<file path="src/rtl/exu_bjp_unit_pkg.sv">
// Shared definitions for the branch/jump execution unit: decode-info field
// indices, FSM state type and a one-hot helper.
package exu_bjp_unit_pkg;

    localparam int unsigned DECINFO_BJP_JAL   = 0;
    localparam int unsigned DECINFO_BJP_JALR  = 1;
    localparam int unsigned DECINFO_BJP_BEQ   = 2;
    localparam int unsigned DECINFO_BJP_BNE   = 3;
    localparam int unsigned DECINFO_BJP_BLT   = 4;
    localparam int unsigned DECINFO_BJP_BGE   = 5;
    localparam int unsigned DECINFO_BJP_BLTU  = 6;
    localparam int unsigned DECINFO_BJP_BGEU  = 7;
    localparam int unsigned DECINFO_BJP_BPRDT = 8;
    localparam int unsigned DECINFO_BJP_WIDTH = 9;
    localparam int unsigned DECINFO_BJP_OPS   = 8;

    typedef enum logic [0:0] {
        StRun,
        StFlush
    } bjp_state_e;

    function automatic logic is_onehot_op(input logic [DECINFO_BJP_OPS-1:0] op);
        return (op != '0) && ((op & (op - 8'd1)) == '0);
    endfunction

endpackage

</file>
<file path="src/rtl/exu_bjp_cmp.sv">
// Combinational branch comparator: decodes the op field and resolves taken.
// Malformed op encodings (zero or multi-hot) decode to nothing and are never taken.
module exu_bjp_cmp
    import exu_bjp_unit_pkg::*;
#(
    parameter int unsigned XLEN = 32
) (
    input  logic [XLEN-1:0]              rs1,
    input  logic [XLEN-1:0]              rs2,
    input  logic [DECINFO_BJP_WIDTH-1:0] info,
    output logic                         op_ok,
    output logic                         is_jal,
    output logic                         is_jalr,
    output logic                         is_branch,
    output logic                         taken
);

    logic [DECINFO_BJP_OPS-1:0] op;
    logic                       eq;
    logic                       lt;
    logic                       ltu;

    assign op    = info[DECINFO_BJP_OPS-1:0];
    assign op_ok = is_onehot_op(op);
    assign eq    = (rs1 == rs2);
    assign lt    = ($signed(rs1) < $signed(rs2));
    assign ltu   = (rs1 < rs2);

    assign is_jal    = op_ok & op[DECINFO_BJP_JAL];
    assign is_jalr   = op_ok & op[DECINFO_BJP_JALR];
    assign is_branch = op_ok & ~(op[DECINFO_BJP_JAL] | op[DECINFO_BJP_JALR]);

    always_comb begin
        taken = 1'b0;
        if (op_ok) begin
            unique case (1'b1)
                op[DECINFO_BJP_JAL]:  taken = 1'b1;
                op[DECINFO_BJP_JALR]: taken = 1'b1;
                op[DECINFO_BJP_BEQ]:  taken = eq;
                op[DECINFO_BJP_BNE]:  taken = ~eq;
                op[DECINFO_BJP_BLT]:  taken = lt;
                op[DECINFO_BJP_BGE]:  taken = ~lt;
                op[DECINFO_BJP_BLTU]: taken = ltu;
                op[DECINFO_BJP_BGEU]: taken = ~ltu;
                default:              taken = 1'b0;
            endcase
        end
    end

endmodule

</file>
<file path="src/rtl/exu_bjp_unit.sv">
// Registered branch/jump execution unit: resolves target and link, checks the
// static prediction, raises a flush on mispredict and counts mispredicts.
module exu_bjp_unit
    import exu_bjp_unit_pkg::*;
#(
    parameter int unsigned XLEN    = 32,
    parameter int unsigned PC_SIZE = 32,
    parameter int unsigned CNT_W   = 16
) (
    input  logic                         clk,
    input  logic                         rst,
    input  logic                         bjp_i_valid,
    output logic                         bjp_i_ready,
    input  logic [XLEN-1:0]              bjp_i_rs1,
    input  logic [XLEN-1:0]              bjp_i_rs2,
    input  logic [XLEN-1:0]              bjp_i_imm,
    input  logic [PC_SIZE-1:0]           bjp_i_pc,
    input  logic [DECINFO_BJP_WIDTH-1:0] bjp_i_info,
    output logic                         bjp_o_valid,
    input  logic                         bjp_o_ready,
    output logic [XLEN-1:0]              bjp_o_wbck_wdat,
    output logic                         bjp_o_wbck_en,
    output logic                         bjp_o_taken,
    output logic [PC_SIZE-1:0]           bjp_o_target,
    output logic                         bjp_o_mispred,
    output logic                         flush_req,
    output logic [PC_SIZE-1:0]           flush_pc,
    input  logic                         flush_ack,
    output logic [CNT_W-1:0]             mispred_cnt
);

    logic op_ok;
    logic is_jal;
    logic is_jalr;
    logic is_branch;
    logic cmp_taken;

    exu_bjp_cmp #(
        .XLEN(XLEN)
    ) u_cmp (
        .rs1       (bjp_i_rs1),
        .rs2       (bjp_i_rs2),
        .info      (bjp_i_info),
        .op_ok     (op_ok),
        .is_jal    (is_jal),
        .is_jalr   (is_jalr),
        .is_branch (is_branch),
        .taken     (cmp_taken)
    );

    logic [PC_SIZE-1:0] pc_plus4;
    logic [PC_SIZE-1:0] pc_plus_imm;
    logic [XLEN-1:0]    jalr_sum;
    logic [PC_SIZE-1:0] jalr_tgt;
    logic [PC_SIZE-1:0] res_target;
    logic [XLEN-1:0]    res_wdat;
    logic               res_wen;
    logic               res_mispred;

    assign pc_plus4    = bjp_i_pc + PC_SIZE'(4);
    assign pc_plus_imm = bjp_i_pc + bjp_i_imm[PC_SIZE-1:0];
    assign jalr_sum    = bjp_i_rs1 + bjp_i_imm;
    assign jalr_tgt    = jalr_sum[PC_SIZE-1:0] & ~PC_SIZE'(1);

    always_comb begin
        res_target = pc_plus4;
        if (cmp_taken) begin
            res_target = is_jalr ? jalr_tgt : pc_plus_imm;
        end
    end

    assign res_wen     = is_jal | is_jalr;
    assign res_wdat    = res_wen ? XLEN'(pc_plus4) : '0;
    // JAL is redirected by the IFU itself, so only JALR and wrong branch guesses flush.
    assign res_mispred = is_jalr | (is_branch & (cmp_taken ^ bjp_i_info[DECINFO_BJP_BPRDT]));

    bjp_state_e         state_q, state_d;
    logic               o_valid_q, o_valid_d;
    logic [XLEN-1:0]    wdat_q;
    logic               wen_q;
    logic               taken_q;
    logic [PC_SIZE-1:0] target_q;
    logic               mispred_q;
    logic               flush_req_q, flush_req_d;
    logic [PC_SIZE-1:0] flush_pc_q, flush_pc_d;
    logic [CNT_W-1:0]   cnt_q, cnt_d;

    logic i_accept;
    logic o_hs;
    logic enter_flush;
    logic leave_flush;

    // FSM: state register
    always_ff @(posedge clk or posedge rst) begin
        if (rst) begin
            state_q <= StRun;
        end else begin
            state_q <= state_d;
        end
    end

    // FSM: next state
    always_comb begin
        state_d = state_q;
        unique case (state_q)
            StRun:   if (o_hs && mispred_q) state_d = StFlush;
            StFlush: if (flush_ack) state_d = StRun;
            default: state_d = StRun;
        endcase
    end

    // FSM: outputs
    always_comb begin
        bjp_i_ready = (state_q == StRun) && !flush_req_q && (!o_valid_q || bjp_o_ready);
        enter_flush = (state_q == StRun) && o_hs && mispred_q;
        leave_flush = (state_q == StFlush) && flush_ack;
    end

    assign i_accept = bjp_i_valid & bjp_i_ready;
    assign o_hs     = o_valid_q & bjp_o_ready;

    always_comb begin
        o_valid_d   = o_valid_q;
        flush_req_d = flush_req_q;
        flush_pc_d  = flush_pc_q;
        cnt_d       = cnt_q;
        if (i_accept) begin
            o_valid_d = 1'b1;
        end else if (o_hs) begin
            o_valid_d = 1'b0;
        end
        if (enter_flush) begin
            flush_req_d = 1'b1;
            flush_pc_d  = target_q;
            if (cnt_q != '1) begin
                cnt_d = cnt_q + CNT_W'(1);
            end
        end else if (leave_flush) begin
            flush_req_d = 1'b0;
        end
    end

    always_ff @(posedge clk or posedge rst) begin
        if (rst) begin
            o_valid_q   <= 1'b0;
            wdat_q      <= '0;
            wen_q       <= 1'b0;
            taken_q     <= 1'b0;
            target_q    <= '0;
            mispred_q   <= 1'b0;
            flush_req_q <= 1'b0;
            flush_pc_q  <= '0;
            cnt_q       <= '0;
        end else begin
            o_valid_q   <= o_valid_d;
            flush_req_q <= flush_req_d;
            flush_pc_q  <= flush_pc_d;
            cnt_q       <= cnt_d;
            if (i_accept) begin
                wdat_q    <= res_wdat;
                wen_q     <= res_wen;
                taken_q   <= cmp_taken;
                target_q  <= res_target;
                mispred_q <= res_mispred;
            end
        end
    end

    assign bjp_o_valid     = o_valid_q;
    assign bjp_o_wbck_wdat = wdat_q;
    assign bjp_o_wbck_en   = wen_q;
    assign bjp_o_taken     = taken_q;
    assign bjp_o_target    = target_q;
    assign bjp_o_mispred   = mispred_q;
    assign flush_req       = flush_req_q;
    assign flush_pc        = flush_pc_q;
    assign mispred_cnt     = cnt_q;

endmodule

</file>
<file path="config.mk">
export PLATFORM = sky130hd
export DESIGN_NAME = exu_bjp_unit
export DESIGN_NICKNAME = d
export VERILOG_FILES = /design/src/rtl/exu_bjp_unit_pkg.sv /design/src/rtl/exu_bjp_cmp.sv /design/src/rtl/exu_bjp_unit.sv
export SDC_FILE = /design/constraint.sdc
export NUM_CORES = 1
export LEC_CHECK = 0
export BUFFER_PORTS_ARGS = -buffer_cell sky130_fd_sc_hd__clkbuf_2
export CORE_MARGIN = 1
export CORE_UTILIZATION = 35
export CTS_BUF_LIST = sky130_fd_sc_hd__clkbuf_2 sky130_fd_sc_hd__clkbuf_4 sky130_fd_sc_hd__clkbuf_8
export DETAILED_ROUTE_END_ITERATION = 10
export PLACE_DENSITY_LB_ADDON = 0.3
export SLEW_MARGIN = 20
export SYNTH_ARGS = -nofsm -noshare
export SYNTH_HDL_FRONTEND = slang
export SYNTH_SLANG_ARGS = --single-unit
</file>
<file path="constraint.sdc">
create_clock -name clk -period 3.5 [get_ports clk]
set_clock_uncertainty 0.2 [all_clocks]
set_input_delay 0.525 -clock clk [delete_from_list [all_inputs] [get_ports clk]]
set_output_delay 0.525 -clock clk [all_outputs]
set_load 0.1 [all_outputs]
</file>
# Yosys cells after proc, flatten, opt, wreduce, memory -nomap -nowiden

Index checks and enable logic that the tools add are counted.

Bitwise logic cells: 16
Eq/ne operators: 2
Muxes and demuxes: 12
Magnitude comparators: 2
Add/sub/neg operators: 5
Reduce and logical (&&, ||, !) cells: 16

Operators by type and width:

| operator                                         | count |
|---|---|
| two-way mux 32 bit                               | 3 |
| adder 32 bit                                     | 2 |
| less-than comparator 32 bit                      | 2 |
| adder 32 x 3 -> 32 bit, second input constant    | 1 |
| equality test 32 bit                             | 1 |
| adder 16 x 1 -> 16 bit, second input constant    | 1 |
| != test 16 bit, second input constant            | 1 |
| AND 8 bit                                        | 1 |
| logical NOT 8 bit                                | 1 |
| nonzero test 8 bit                               | 1 |
| subtractor 8 x 1 -> 8 bit, second input constant | 1 |
| logical AND 1 bit                                | 7 |
| two-way mux 1 bit                                | 7 |
| one-hot mux 1 bit (7 select lines)               | 1 |
| AND 1 bit                                        | 6 |
| NOT 1 bit                                        | 5 |
| nonzero test 2 bit                               | 2 |
| OR 1 bit                                         | 3 |
| logical NOT 1 bit                                | 2 |
| one-hot mux 1 bit (2 select lines)               | 1 |
| AND reduction 2 bit                              | 1 |
| OR reduction 2 bit                               | 1 |
| logical OR 1 bit                                 | 1 |
| XOR 1 bit                                        | 1 |

Output and inout bits: 118
Flip-flop bits (word level): 118

# Depth between registers and ports, before layout

Gate-level depths: netlist of the first run.

Word-level depth: 8
Gate-level depth with buffers: 13

# Modules after synthesis

Synthesis of the first run repeated with hierarchy kept, for this count alone.

Cells, all modules: 1110
Area total of the unflattened synthesis: 9525.4 um2

By module, submodules not included:

| module       | area each (um2) | instances | cells an instance |
|---|---|---|---|
| exu_bjp_unit | 8500.7          | 1         | 965 |
| exu_bjp_cmp  | 1024.7          | 1         | 145 |

# Worst setup path before layout of the first run

No wires, ideal clock.

Kind: register to register
Start point: reg o_valid_q (netlist: bjp_o_valid)
End point: reg wdat_q[12] (netlist: bjp_o_wbck_wdat[12])
Setup slack: -1.318 ns
Setup time: 0.083 ns
Data arrival time: 4.536 ns
Required time: 3.217 ns
Stages on the path, launching flop included: 9
Period minus slack after synthesis: 4.818 ns
Cell sequence: dfrtp_1 > nor2b_1 > nor3_1 > nand2_1 > nor2_1 > nand2_1 > clkbuf_1 > clkbuf_1 > o21ai_0

Longest elaborated chain between the ends: 4

RTL lines:

| what                   | RTL line            | source |
|---|---|---|
| start, declared        | exu_bjp_unit.sv:78  | `logic o_valid_q, o_valid_d;` |
| start signal, assigned | exu_bjp_unit.sv:155 | `o_valid_q <= o_valid_d;` |
| logical NOT 1 bit      | exu_bjp_unit.sv:114 | `bjp_i_ready = (state_q == StRun) && !flush_req_q && (!o_valid_q \|\| bjp_o_ready);` |
| logical OR 1 bit       | exu_bjp_unit.sv:114 |  |
| logical AND 1 bit      | exu_bjp_unit.sv:114 |  |
| named net bjp_i_ready  | exu_bjp_unit.sv:13  | `output logic bjp_i_ready,` |
| AND 1 bit              | exu_bjp_unit.sv:119 | `assign i_accept = bjp_i_valid & bjp_i_ready;` |
| end signal, assigned   | exu_bjp_unit.sv:160 | `wdat_q <= res_wdat;` |
| end, declared          | exu_bjp_unit.sv:79  | `logic [XLEN-1:0] wdat_q;` |

The timed path passes the listed nets, and every way through them passes these cells.
A chain may end at the register's enable or synchronous reset.

# Final worst setup path of the first run

Start point: in bjp_i_rs1[31]
End point: reg target_q[7] (netlist: bjp_o_target[7])

Longest elaborated chain between the ends: 5
Elaborated cells on any way between the ends: 9

RTL lines:

| what                                                | RTL line                                                | source |
|---|---|---|
| start, declared                                     | exu_bjp_unit.sv:14                                      | `input logic [XLEN-1:0] bjp_i_rs1,` |
| less-than comparator 32 bit (tied with other cells) | exu_bjp_cmp.sv:27                                       | `assign ltu = (rs1 < rs2);` |
| NOT 1 bit (on tied branches)                        | exu_bjp_cmp.sv:44, exu_bjp_cmp.sv:40, exu_bjp_cmp.sv:42 |  |
| one-hot mux 1 bit (7 select lines) *                | exu_bjp_cmp.sv:36                                       | `unique case (1'b1)` |
| two-way mux 1 bit *                                 | exu_bjp_cmp.sv:35                                       | `if (op_ok) begin` |
| two-way mux 32 bit *                                | exu_bjp_unit.sv:67                                      | `if (cmp_taken) begin` |
| end signal, assigned                                | exu_bjp_unit.sv:163                                     | `target_q <= res_target;` |
| end, declared                                       | exu_bjp_unit.sv:82                                      | `logic [PC_SIZE-1:0] target_q;` |

Every way passes the cells marked *; elsewhere a longest branch is shown, timed or not.

==> results of run 1 <==
placed cells by master (no fill, tap or decap), drive strengths merged, types with 61 or more instances in the layout:
cell type  count
a21oi         81
o21ai         99
dfrtp        118
nand2        131
clkbuf       278
buf          112
xnor2         62
inv           61
nor2          67
ha            95
stage by stage:
stage               power, W  utilization
floorplan            0.00711            -
global placement     0.00837        0.454
detailed placement   0.00842        0.454
CTS                  0.00964        0.469
global route          0.0100        0.469
finish               0.00958        0.469
report_power, final:
part	leakage, nW	total, W	internal [W]	switching (W)
Clock	0.197	0.00119	0.000607	0.000588
Combinational	4.51	0.00613	0.00119	0.00495
Sequential	1.52	0.00225	0.00186	0.000393
Total	6.23	0.00958	0.00365	0.00593
worst max-delay path, cell delays in order:
cell and delay (ns):
sky130_fd_sc_hd__clkbuf_2 0.12, sky130_fd_sc_hd__ha_1 0.33, sky130_fd_sc_hd__a21oi_1 0.32, sky130_fd_sc_hd__nand3_1 0.13
sky130_fd_sc_hd__o41a_1 0.53, sky130_fd_sc_hd__buf_4 0.17, sky130_fd_sc_hd__or3_1 0.36, sky130_fd_sc_hd__a21oi_2 0.22
sky130_fd_sc_hd__a21oi_4 0.11, sky130_fd_sc_hd__buf_12 0.18, sky130_fd_sc_hd__or2_2 0.30, sky130_fd_sc_hd__a31oi_1 0.15
metal layers:
layer | global-route usage | routed length, µm | share of wire
met3 | 0.0293 | 1460 | 0.048
met1 | 0.315 | 14900 | 0.49
met4 | 0.0725 | 701 | 0.023
met2 | 0.342 | 13400 | 0.44
met5 | 0 | 0 | 0
synthesized netlist by cell type, types with 3 or more instances:
cell type                  number
sky130_fd_sc_hd__o31a_1         5
sky130_fd_sc_hd__a31o_2         5
sky130_fd_sc_hd__or3_1          4
sky130_fd_sc_hd__a21o_1        24
sky130_fd_sc_hd__and4_1         7
sky130_fd_sc_hd__o22ai_1        4
sky130_fd_sc_hd__and3_1        13
sky130_fd_sc_hd__nand4_1       22
sky130_fd_sc_hd__o21bai_1       8
sky130_fd_sc_hd__xor2_1        36
sky130_fd_sc_hd__clkbuf_1      23
sky130_fd_sc_hd__nor2b_1        9
sky130_fd_sc_hd__nand2b_1       7
sky130_fd_sc_hd__xnor2_1       62
sky130_fd_sc_hd__dfrtp_1      118
sky130_fd_sc_hd__o31ai_1        5
sky130_fd_sc_hd__nor4_1         3
sky130_fd_sc_hd__a211oi_1       7
sky130_fd_sc_hd__nand2_1      131
sky130_fd_sc_hd__nor2_1        66
sky130_fd_sc_hd__ha_1          95
sky130_fd_sc_hd__o21a_1        12
sky130_fd_sc_hd__mux2i_1        6
sky130_fd_sc_hd__o211ai_1      15
sky130_fd_sc_hd__inv_1         59
sky130_fd_sc_hd__a221o_1        3
sky130_fd_sc_hd__o21ai_0       97
sky130_fd_sc_hd__buf_2         10
sky130_fd_sc_hd__mux2_2        37
sky130_fd_sc_hd__a31oi_1       12
sky130_fd_sc_hd__and2_1        10
sky130_fd_sc_hd__o41a_1         3
sky130_fd_sc_hd__nand3_1       29
sky130_fd_sc_hd__a21oi_1       79
sky130_fd_sc_hd__nor3_1        21
sky130_fd_sc_hd__a22o_1         4
final timing paths:
check	start	to	slack, ns	cells past startpoint
max	bjp_i_rs1[31]	bjp_o_target[7]	0.17	12
min	flush_ack	state_q	0.12	2
max reg2reg	mispred_cnt[7]	mispred_cnt[11]	1.08	10
min reg2reg	bjp_o_wbck_en	bjp_o_wbck_en	0.28	2
max in group asynchronous	rst	bjp_o_mispred	1.86	4
min in group asynchronous	rst	bjp_o_wbck_wdat[8]	0.50	3
cell type report:
cell class	count	area share
Clock buffer	19	0.0212
Multi-Input combinational cell	886	0.500
Tap cell	335	0.0340
Antenna cell	2	0.000406
Clock inverter	13	0.00994
Inverter	59	0.0183
Timing Repair Buffer	372	0.177
Sequential cell	118	0.239
what timing repair did:
action,4_1_cts,5_1_grt
setup endpoints to repair,0,32
buffers inserted,0,0
endpoints found under the hold margin,22,0
resized for setup,0,2
hold buffers,1,0
registers in the layout, summed over array words and instances (netlist names):
register	cells
bjp_o_mispred	1
bjp_o_taken	1
bjp_o_target	32
bjp_o_valid	1
bjp_o_wbck_en	1
bjp_o_wbck_wdat	32
flush_pc	32
flush_req	1
mispred_cnt	16
state_q	1
kinds of logic (layout without fill, tap and decap cells):
kind of cell	Yosys count	in the layout	share of synthesized area
AO/OA/AOI/OAI	315	315	0.212
XOR/XNOR	98	98	0.0908
adder cells (fa/ha/maj)	98	98	0.131
buffers and inverters	92	463	0.0378
flip-flops	118	118	0.312
multiplexers	43	43	0.0504
other	0	2	0
AND/OR/NAND/NOR	332	332	0.165
==> results.md, run 1 <==
- In this run the vertical extent of the chip is 166 µm.
- The final hold slack is 0.119 ns.
- The total of flip-flops plus latches after synthesis is 118.
- The worst setup path is launched from an input pin.
- In this run the static leakage power is 6.23 nW.
- The largest driver fanout on the critical path is 36.
- The iteration-0 DRC count of the detailed router is 574.
- The first-pass GRT wire length is 48,100 µm.
- From left edge to right edge, the die measures 166 µm.
- The die covers 27,700 µm².
- Pin placement for this block handled 260 I/O pins.
- The gate count of the mapped netlist is 1,096.
- The final reports fail on design-rule violations.
- The layout filler cell count is 2,642.
- The count of synthesis-stage warnings from yosys is 0.
- After layout, the worst setup slack is 0.166 ns.
- The leading register cell type out of synthesis is sky130_fd_sc_hd__dfrtp_1.
- Summed over all failing endpoints, the final setup total negative slack is 0 ns.
- The count of placed standard cells in the final layout, fillers left out is 1,804.
- The core box area is 26,300 µm².
- The worst path in the final design needs a cycle of 3.33 ns, including I/O delays and setup.
- The most area-hungry cell type in the Yosys netlist is sky130_fd_sc_hd__dfrtp_1.
- The number of max-slew violations in the final report is 0.
- The class of the tightest hold or removal check is input pin to register.
- The multi-input combinational cells in the finished layout cover a total of 6160 µm².
- At the later pin of the worst-skew pair, clock insertion delay measures 0.43 ns.
- The worst setup path category is input pin to register.
- The maximum number of pins on one net before global-route repair is 53.
- The detailed-route DRC error count is 15.
- Before CTS, the worst setup slack after placement is -0.443 ns.
- The number of clock sinks seen by CTS is 118.
- The total overflow left after global routing is 0.
- Averaged over all synthesized cells, the footprint is 8.63 µm².
- The post-route antenna net violation count is 0.
- The number of hold violations in the final report is 0.
- The worst path arrival time is 3.48 ns.
- The global placer's final weighted congestion is 0.915.
- The ratio of routed vias to standard cells is 5.15.
- The number of cell rows is 59.
- The buffer type at the clock tree root is sky130_fd_sc_hd__clkbuf_8.
- The clock passes through at most 2 buffers.
- The post-synth net total is 1,335.
- Counting flops with a built-in enable in the synthesized netlist gives 0.
- For this configuration, the core starts out at a cell density of 0.360.
- The maximum level of the CTS H-tree is 4.
- In the finished design, the share of the clock period the worst path needs comes to 0.953.
- In this run the tightest slew margin relative to its limit is 0.487.
- The area share of the leading cell type in the synthesized netlist is 0.312.
- The via count of the first global-routing pass is 8,954.
- Before antenna repair, the detailed router went through 9 iterations.
- After clock tree synthesis, the clock-pin slew on the worst setup and hold paths is 0.07 ns.
- The layout cell share with drive strength beyond 1 is 0.315.
- The initial antenna violation count is 2.
- The share of the Yosys chip area taken by registers is 0.312.
- The final-report setup violation count is 0.
- The tool flagged a number of max-cap violations equal to 0.
- The per-cell routed wire length is 16.9 µm.
- The placed instances occupy a cell area of 11,900 µm².
- TritonCTS built the clock tree.
- The cell area after technology mapping is 9460 µm².
- Across the VDD grid, the largest voltage drop is 834 µV.
- Port buffering added 259 buffers.
- The required time of the critical path is 3.65 ns.
- Buffers inserted during clock tree synthesis total 17.
- Across the whole layout, storage elements account for 2950 µm².
- Setup repair after global routing left no endpoint under its margin.
- With fillers left out, the area of the finished cells amounts to 12,300 µm².
- The async set or reset register ratio after synthesis is 1.00.
- Counting distinct cell types in the post-synthesis netlist gives 72.
- Across every metal layer, demand over resource in global routing totals 0.221.
- The area growth from synthesis to layout is 30.4%.
- The worst setup path is captured at a register.
- The transition time of the tightest slew-check pin is 0.764 ns.
- For this run, the post-layout net count is 1,693.
- The flow ran to the end, but the final reports show violations.
- Ranked by total cell area, the synthesized netlist is headed by sky130_fd_sc_hd__dfrtp_1 (31%), sky130_fd_sc_hd__ha_1 (13%), sky130_fd_sc_hd__xnor2_1 (5.7%).
- The power density of the placed cells is 776 nW/µm².
- Summing over every cut layer, the via total after detailed routing is 9,291.
- Counting tap cells, the placed design contains a total of 1,769 instances.
- The highest clock rate is 300 MHz.
- The overall routed net length is 30,400 µm.
- The HPWL after detailed placement is 25,500 µm.
Note: power is estimated with default switching activity, not from simulation.
==> run 2: changes to the inputs <==
- CORE_UTILIZATION: 35 -> 40
==> results.md, run 2 (synthesis gave the netlist of run 1 again) <==
- The area enclosed by the die boundary is 24,300 µm².
- The worst path needs 3.28 ns of the cycle, external delays included.
- Entering global routing, the biggest net connects 74 pins.
- The worst register-to-register path begins at mispred_cnt[9].
- TritonCTS built the clock tree.
- The number of instances in the placed design is 1,728.
- The placed wire-length estimate is 24,400 µm.
- Leaving out filler cells and counting taps, the final layout contains 1,760.
- The combinational share of power is 0.631.
- The clock buffer count from CTS is 17.
- The worst setup path is launched from an input pin.
- Leaving out fill and tap cells, the most frequent cell in the layout is sky130_fd_sc_hd__clkbuf_2.
- The die boundary width is 156 µm.
- The die is 156 µm tall.
- The clock net in this run drives a total of 118 sinks.
- The via count is 9,088.
- The tool flagged a number of max-cap violations equal to 0.
- The final-report setup violation count is 0.
- Of the cells placed in the final design, the portion with a size suffix greater than 1 is 0.307.
- The longest clock path from root to sink contains 2 buffers.
- For this design the ratio of total power to cell area is 791 nW/µm².
- The clock network power share is 0.136.
- Data on the critical path arrives at its endpoint at 3.43 ns.
- The transition time of the tightest slew-check pin is 0.863 ns.
- In this run, the number of DRC markers left after iteration 0 of detailed routing was 504.
- From synthesis to final layout, the design area changed by 29.3%.
- The worst-case IR drop observed on VDD is 714 µV.
- The via count of the first global-routing pass is 8,490.
- After clock tree synthesis, the clock-pin slew on the worst setup and hold paths is 0.08 ns.
- The share of total power dissipated in sequential elements is 0.233.
- Setup repair after global routing left no endpoint under its margin.
- The number of hold violations in the final report is 0.
- In this run the remaining antenna-violating nets after routing total 0.
- The overall routed net length is 28,900 µm.
- The run finished with clean final reports.
- Data on the critical path is required at its endpoint by 3.65 ns.
- The ratio of routed vias to standard cells is 5.16.
- For this configuration, the core starts out at a cell density of 0.413.
- During I/O placement, the number of pins put on the boundary was 260.
- The maximum level of the CTS H-tree is 4.
- At the end of the flow, the number of nets in the layout was 1,673.
- The worst path meets setup with 0.221 ns of slack.
- In the layout the commonest cells are sky130_fd_sc_hd__clkbuf_2 (259), sky130_fd_sc_hd__nand2_1 (130), sky130_fd_sc_hd__dfrtp_1 (118).
- The clock insertion delay at the later pin of the skew report is 0.42 ns.
- The worst-case reg-to-reg path depth is 10.
- In this run the core area contains 55 standard-cell rows.
- The worst setup path category is input pin to register.
- The post-CTS setup buffer count is 0.
- The power consumption is 0.00967 W.
- Prior to clock tree synthesis, the placed netlist has a worst setup slack of -0.567 ns.
- The type of element capturing the critical path is a register.
- The headroom to the max-slew limit is 0.423.
- The leakage power figure is 6.15 nW.
- In this run the critical register-to-register path is captured at mispred_cnt[11].
- The class of the tightest hold or removal check is input pin to async pin.
- The root buffer cell chosen for the clock tree is sky130_fd_sc_hd__clkbuf_8.
- The global-route total usage across every layer is 0.239.
- Of all nets on the critical path, the largest fanout is 33.
- The final standard cell utilization of the core is 0.533.
- After global routing the overflow that remains totals 0.
- The worst-case register-to-register setup slack is 1.08 ns.
- The internal power summed over all cells is 0.00381 W.
- The per-cell routed wire length is 16.4 µm.
- The initial antenna violation count is 0.
- Hold is met by 0.0409 ns.
- The first global-routing pass estimated 45,000 µm of wire.
- The congestion estimate from routability-driven global placement came to 0.895.
- For this design the total switching power over the nets is 0.00587 W.
- Of the total power, the share spent switching nets is 0.606.
- The number of antenna repair diodes is 0.
- The core box area is 22,900 µm².
- After detailed routing, the number of remaining DRC violations is 0.
- The worst setup path endpoint is bjp_o_target[7].
- Derived from the worst setup path, the maximum achievable clock frequency is 305 MHz.
- Of the available clock period, the critical path in the final layout requires 0.937.
- The number of max-slew violations in the final report came to 0.
- The startpoint of the worst setup timing path is bjp_i_rs2[14].
- The count of TritonRoute iterations in the first routing pass is 5.
- Buffers placed on the I/O ports in this run total 259.
run 2: cell types whose count changed in the layout (fill, tap and decap cells not counted), moves of 2 or more:
cell                         before  now
sky130_fd_sc_hd__diode_2          2    0
sky130_fd_sc_hd__buf_12           3    5
sky130_fd_sc_hd__inv_6            3    1
sky130_fd_sc_hd__clkinv_4         5    1
sky130_fd_sc_hd__bufinv_16        1    3
sky130_fd_sc_hd__clkinvlp_4       2    5
sky130_fd_sc_hd__buf_4          109   88
run 2: critical path, stage by stage:
cell	delay [ns]
sky130_fd_sc_hd__clkbuf_2	0.07
sky130_fd_sc_hd__inv_1	0.03
sky130_fd_sc_hd__ha_1	0.30
sky130_fd_sc_hd__nand4_1	0.16
sky130_fd_sc_hd__nor3_2	0.27
sky130_fd_sc_hd__a21boi_2	0.30
sky130_fd_sc_hd__o41a_1	0.33
sky130_fd_sc_hd__mux2i_1	0.28
sky130_fd_sc_hd__mux2i_1	0.36
sky130_fd_sc_hd__a21oi_4	0.13
sky130_fd_sc_hd__buf_12	0.18
sky130_fd_sc_hd__or2_2	0.30
sky130_fd_sc_hd__a31oi_1	0.17
run 2: worst min-delay path by stage:
stage / startpoint / to / slack (ns) / depth (start not counted)
2_1_floorplan: state_q / flush_req / 0.38 / 3
3_3_place_gp: bjp_o_wbck_wdat[15] / bjp_o_wbck_wdat[15] / 0.26 / 2
3_5_place_dp: bjp_o_taken / bjp_o_taken / 0.27 / 2
4_1_cts: rst / bjp_o_wbck_wdat[5] / 0.05 / 2
5_1_grt: rst / bjp_o_wbck_wdat[5] / 0.08 / 2
6_report: rst / bjp_o_wbck_wdat[5] / 0.04 / 2
run 2: cell type report:
type	instances	area (µm²)
clock inverter	11	148
clock buffer	21	283
inverter	59	225
sequential	118	2950
timing repair buffer	352	2060
multi-input combinational	886	6170
tap	313	392
fill	2239	10700
run 2: what timing repair did:
item,4_1_cts,5_1_grt
endpoints found under the setup margin,12,23
hold buffers,0,0
gates cloned,0,0
gates resized for setup,1,2
pin swaps,0,0
run 2: routing by layer:
metal	share of wire	vias up	routed length, µm	global-route usage
li1	-	4649	-	-
met1	0.49	4150	14200	0.343
met2	0.44	255	12600	0.369
met3	0.049	34	1420	0.0319
met4	0.022	0	634	0.0752
met5	0	-	0	0
run 2: power by group through the flow:
stage	registers, W	clock network (W)	logic, W
after floorplan	0.00575	0	0.00136
after global placement	0.00226	0	0.00608
after detailed placement	0.00228	0	0.00611
after CTS	0.00226	0.00135	0.00612
after global routing	0.00232	0.00140	0.00639
final	0.00225	0.00132	0.00610
run 2: per-stage QoR:
stage | cell area (µm²) | TNS [ns]
6_report | 12200 | 0
5_1_grt | 12200 | 0
4_1_cts | 12200 | 0
3_5_place_dp | 11800 | -15.20
3_3_place_gp | 11800 | -12.82
2_1_floorplan | 9470 | 0
==> run 3: changes to the inputs <==
--- a/config.mk
+++ b/config.mk
@@ -6,5 +6,5 @@
 export NUM_CORES = 1
 export LEC_CHECK = 0
-export BUFFER_PORTS_ARGS = -buffer_cell sky130_fd_sc_hd__clkbuf_2
+export BUFFER_PORTS_ARGS = -buffer_cell sky130_fd_sc_hd__buf_2
 export CORE_MARGIN = 1
 export CORE_UTILIZATION = 40
==> constraint.sdc (replaced) <==
create_clock -name clk -period 3.5 [get_ports clk]
set_clock_uncertainty 0.2 [all_clocks]
set_input_delay 0.7 -clock clk [delete_from_list [all_inputs] [get_ports clk]]
set_output_delay 0.7 -clock clk [all_outputs]
set_load 0.1 [all_outputs]
==> results.md, run 3 (synthesis gave the netlist of run 1 again) <==
- The flow ran to the end, and the final reports show no timing, DRC or antenna violations.
- The number of clock sinks seen by CTS is 118.
- The most frequent standard cell in the layout excluding fill and tap cells is sky130_fd_sc_hd__buf_2.
- The worst-case register-to-register setup slack is 1.09 ns.
- The highest layer touched by signal routing is met4.
- Timing analysis after detailed placement gives a worst setup slack of -0.472 ns.
- Derived from the worst setup path, the maximum achievable clock frequency is 297 MHz.
- After global routing the overflow that remains totals 0.
- Routability-driven placement finished with a final weighted congestion of 0.954.
- The first TritonRoute pass finished after 5 iterations.
- The headroom to the max-slew limit is 0.530.
- The routed design uses 13,100 µm of met2 wire.
- Among the stages of the critical path, the cell type that occurs most often is sky130_fd_sc_hd__buf_4.
- After detailed routing, the wire length on met1 is 14,000 µm.
- Compared with the post-synthesis result, the final layout area differs by 34.1%.
- Setup repair after global routing left no endpoint under its margin.
- The net count of the finished layout is 1,732.
- Counting cells, the worst reg-to-reg path comes to 10.
- The worst path meets setup with 0.130 ns of slack.
- The core box area is 22,900 µm².
- The iteration-0 DRC count of the detailed router is 497.
- The global-route total usage across every layer is 0.241.
- The first-pass GRT wire length is 45,600 µm.
- Dividing total power by cell area gives a power density of 768 nW/µm².
- Hold repair after CTS inserted 0 buffers.
- The critical path is of the input pin to register type.
- The maximum level of the CTS H-tree is 4.
- The worst setup path endpoint is bjp_o_target[25].
- The final clock period utilization by the worst path is 0.963.
- In the final routed layout, each cell accounts on average for 16.0 µm.
- The count of buffers added on input and output ports is 259.
- Leaving out fill and tap cells, the most frequent cells in the layout are sky130_fd_sc_hd__buf_2 (259), sky130_fd_sc_hd__buf_4 (146), sky130_fd_sc_hd__nand2_1 (130).
- The leakage power figure is 6.45 nW.
- The layout cell share with drive strength beyond 1 is 0.334.
- The startpoint identified for the worst register-to-register timing path is mispred_cnt[9].
- The via count of the first global-routing pass is 8,893.
- STA puts the critical path data required time at 3.60 ns.
- In this run the cell area measured after placement is 12,200 µm².
- The final period demand of the worst path is 3.37 ns.
- 260 I/O pins were placed.
- The signal on the critical path passes through buf_2 -> buf_4 -> ha_1 -> a21oi_1 -> nand4b_1 -> and3_1 -> nor3_1 -> buf_4 -> o2111a_1 -> buf_4 -> o41ai_1 -> xor2_1 -> nor2_1 -> a21oi_1 -> o21ai_0.
- The number of max-slew violations in the final report came to 0.
- The detail route stage leaves a number of antenna-violating nets equal to 0.
- The class of the tightest hold or removal check is input pin to async pin.
- The area enclosed by the die boundary is 24,300 µm².
- STA classifies the critical path endpoint as a register.
- Adding up every negative setup slack in the final design gives 0 ns.
- Entering global routing, the biggest net connects 80 pins.
- The ratio of routed vias to standard cells is 5.14.
- The largest driver fanout on the critical path is 3.
- After floorplanning, the core was divided into 55 placement rows.
- The number of hold violations in the final report is 0.
- The initial standard-cell utilization of the core is 0.413.
- The nature of the critical path startpoint is an input pin.
- The routed layout has 9,361 vias.
- The CTS tree is yes.
- For this design, the slowest cell found on the critical path is sky130_fd_sc_hd__o41ai_1.
- The clock buffer count from CTS is 17.
- Across the run, the number of max-cap violations was 0.
- The endpoint of the lowest-slack register-to-register path is mispred_cnt[9].
- Setup violations remaining at the end of the flow were counted as 0.
- In this run the horizontal extent of the chip is 156 µm.
- The clock-pin slew of the registers on the worst-case setup and hold paths is 0.08 ns.
- The startpoint of the worst setup timing path is bjp_i_imm[1].
- In this design, the stage delay of the slowest critical-path cell is 0.39 ns.
- IR analysis of the VDD net gives a maximum drop of 813 µV.
- For this block, the routed nets add up to 29,100 µm of wire.
- The initial antenna violation count is 2.
- The post-CTS setup buffer count is 0.
- The detailed-route DRC error count is 0.
- The placed wire-length estimate is 24,700 µm.
- The transition time of the tightest slew-check pin is 0.700 ns.
- The buffer type at the clock tree root is sky130_fd_sc_hd__clkbuf_8.
- After detailed routing, the met3 layer carries 1480 µm of wire.
- The height of the die is 156 µm.
- The worst path arrival time is 3.46 ns.
- The clock insertion delay at the later pin of the skew report is 0.43 ns.
- Once layout is done, the placed cells without fillers occupy 12,700 µm².
- No sink is reached through more buffers than the 2 on the longest clock path.
==> run 3: changes by cell type in the layout (fill, tap and decap cells not counted), sizes merged <==
| cell | previous run | this run |
|---|---|---|
| clkbuf | 280 | 18 |
| buf | 93 | 411 |
| diode | 0 | 2 |
| inv | 59 | 60 |
| clkinv | 3 | 6 |
| clkinvlp | 5 | 3 |
==> run 3: worst min path at each step <==
stage,to,slack [ns],from
final,bjp_o_wbck_wdat[3],0.04,rst
after global routing,flush_pc[6],0.05,rst
after CTS,bjp_o_wbck_wdat[3],0.02,rst
after detailed placement,bjp_o_wbck_en,0.26,bjp_o_wbck_en
after global placement,bjp_o_wbck_en,0.25,bjp_o_wbck_en
after floorplan,flush_req,0.38,state_q
==> run 3: power breakdown <==
part / total, W / switching, W / internal (W) / leakage [nW]
clock network: 0.00130 / 0.000574 / 0.000729 / 0.206
logic: 0.00621 / 0.00495 / 0.00126 / 4.73
registers: 0.00223 / 0.000368 / 0.00186 / 1.52
total: 0.00974 / 0.00589 / 0.00385 / 6.45
==> run 3: critical path: cells and delay by family <==
kind / cells / cell delay, ns
AO/OA/AOI/OAI: 5 / 1.27
XOR/XNOR: 1 / 0.18
adder cells (fa/ha/maj): 1 / 0.28
buffers and inverters: 4 / 0.52
AND/OR/NAND/NOR: 4 / 0.52
==> run 3: cell type report <==
cell class	instances	area [µm²]
Timing Repair Buffer	411	2510
Multi-Input combinational cell	886	6170
Inverter	59	225
Fill cell	2180	10200
Antenna cell	2	5.00
Tap cell	313	392
Clock inverter	13	175
Sequential cell	118	2950
Clock buffer	18	248
==> run 3: repair_timing <==
action	in CTS	in global routing
resized for setup	0	4
hold endpoints to repair	0	0
endpoints found under the setup margin	0	34
==> run 3: stage by stage <==
stage | hold slack [ns] | cells | utilization | power [W]
after detailed placement | 0.258 | 1787 | 0.534 | 0.00847
after floorplan | 0.375 | 1096 | - | 0.00711
after global placement | 0.255 | 1787 | 0.534 | 0.00840
after global routing | 0.0485 | 1820 | 0.553 | 0.0102
final | 0.0392 | 1820 | 0.553 | 0.00974
after CTS | 0.0200 | 1818 | 0.553 | 0.00978
==> run 3: layer usage <==
metal,track usage,vias up
li1,-,4762
met1,0.340,4291
met2,0.385,280
met3,0.0303,28
met4,0.0728,0
met5,0,-
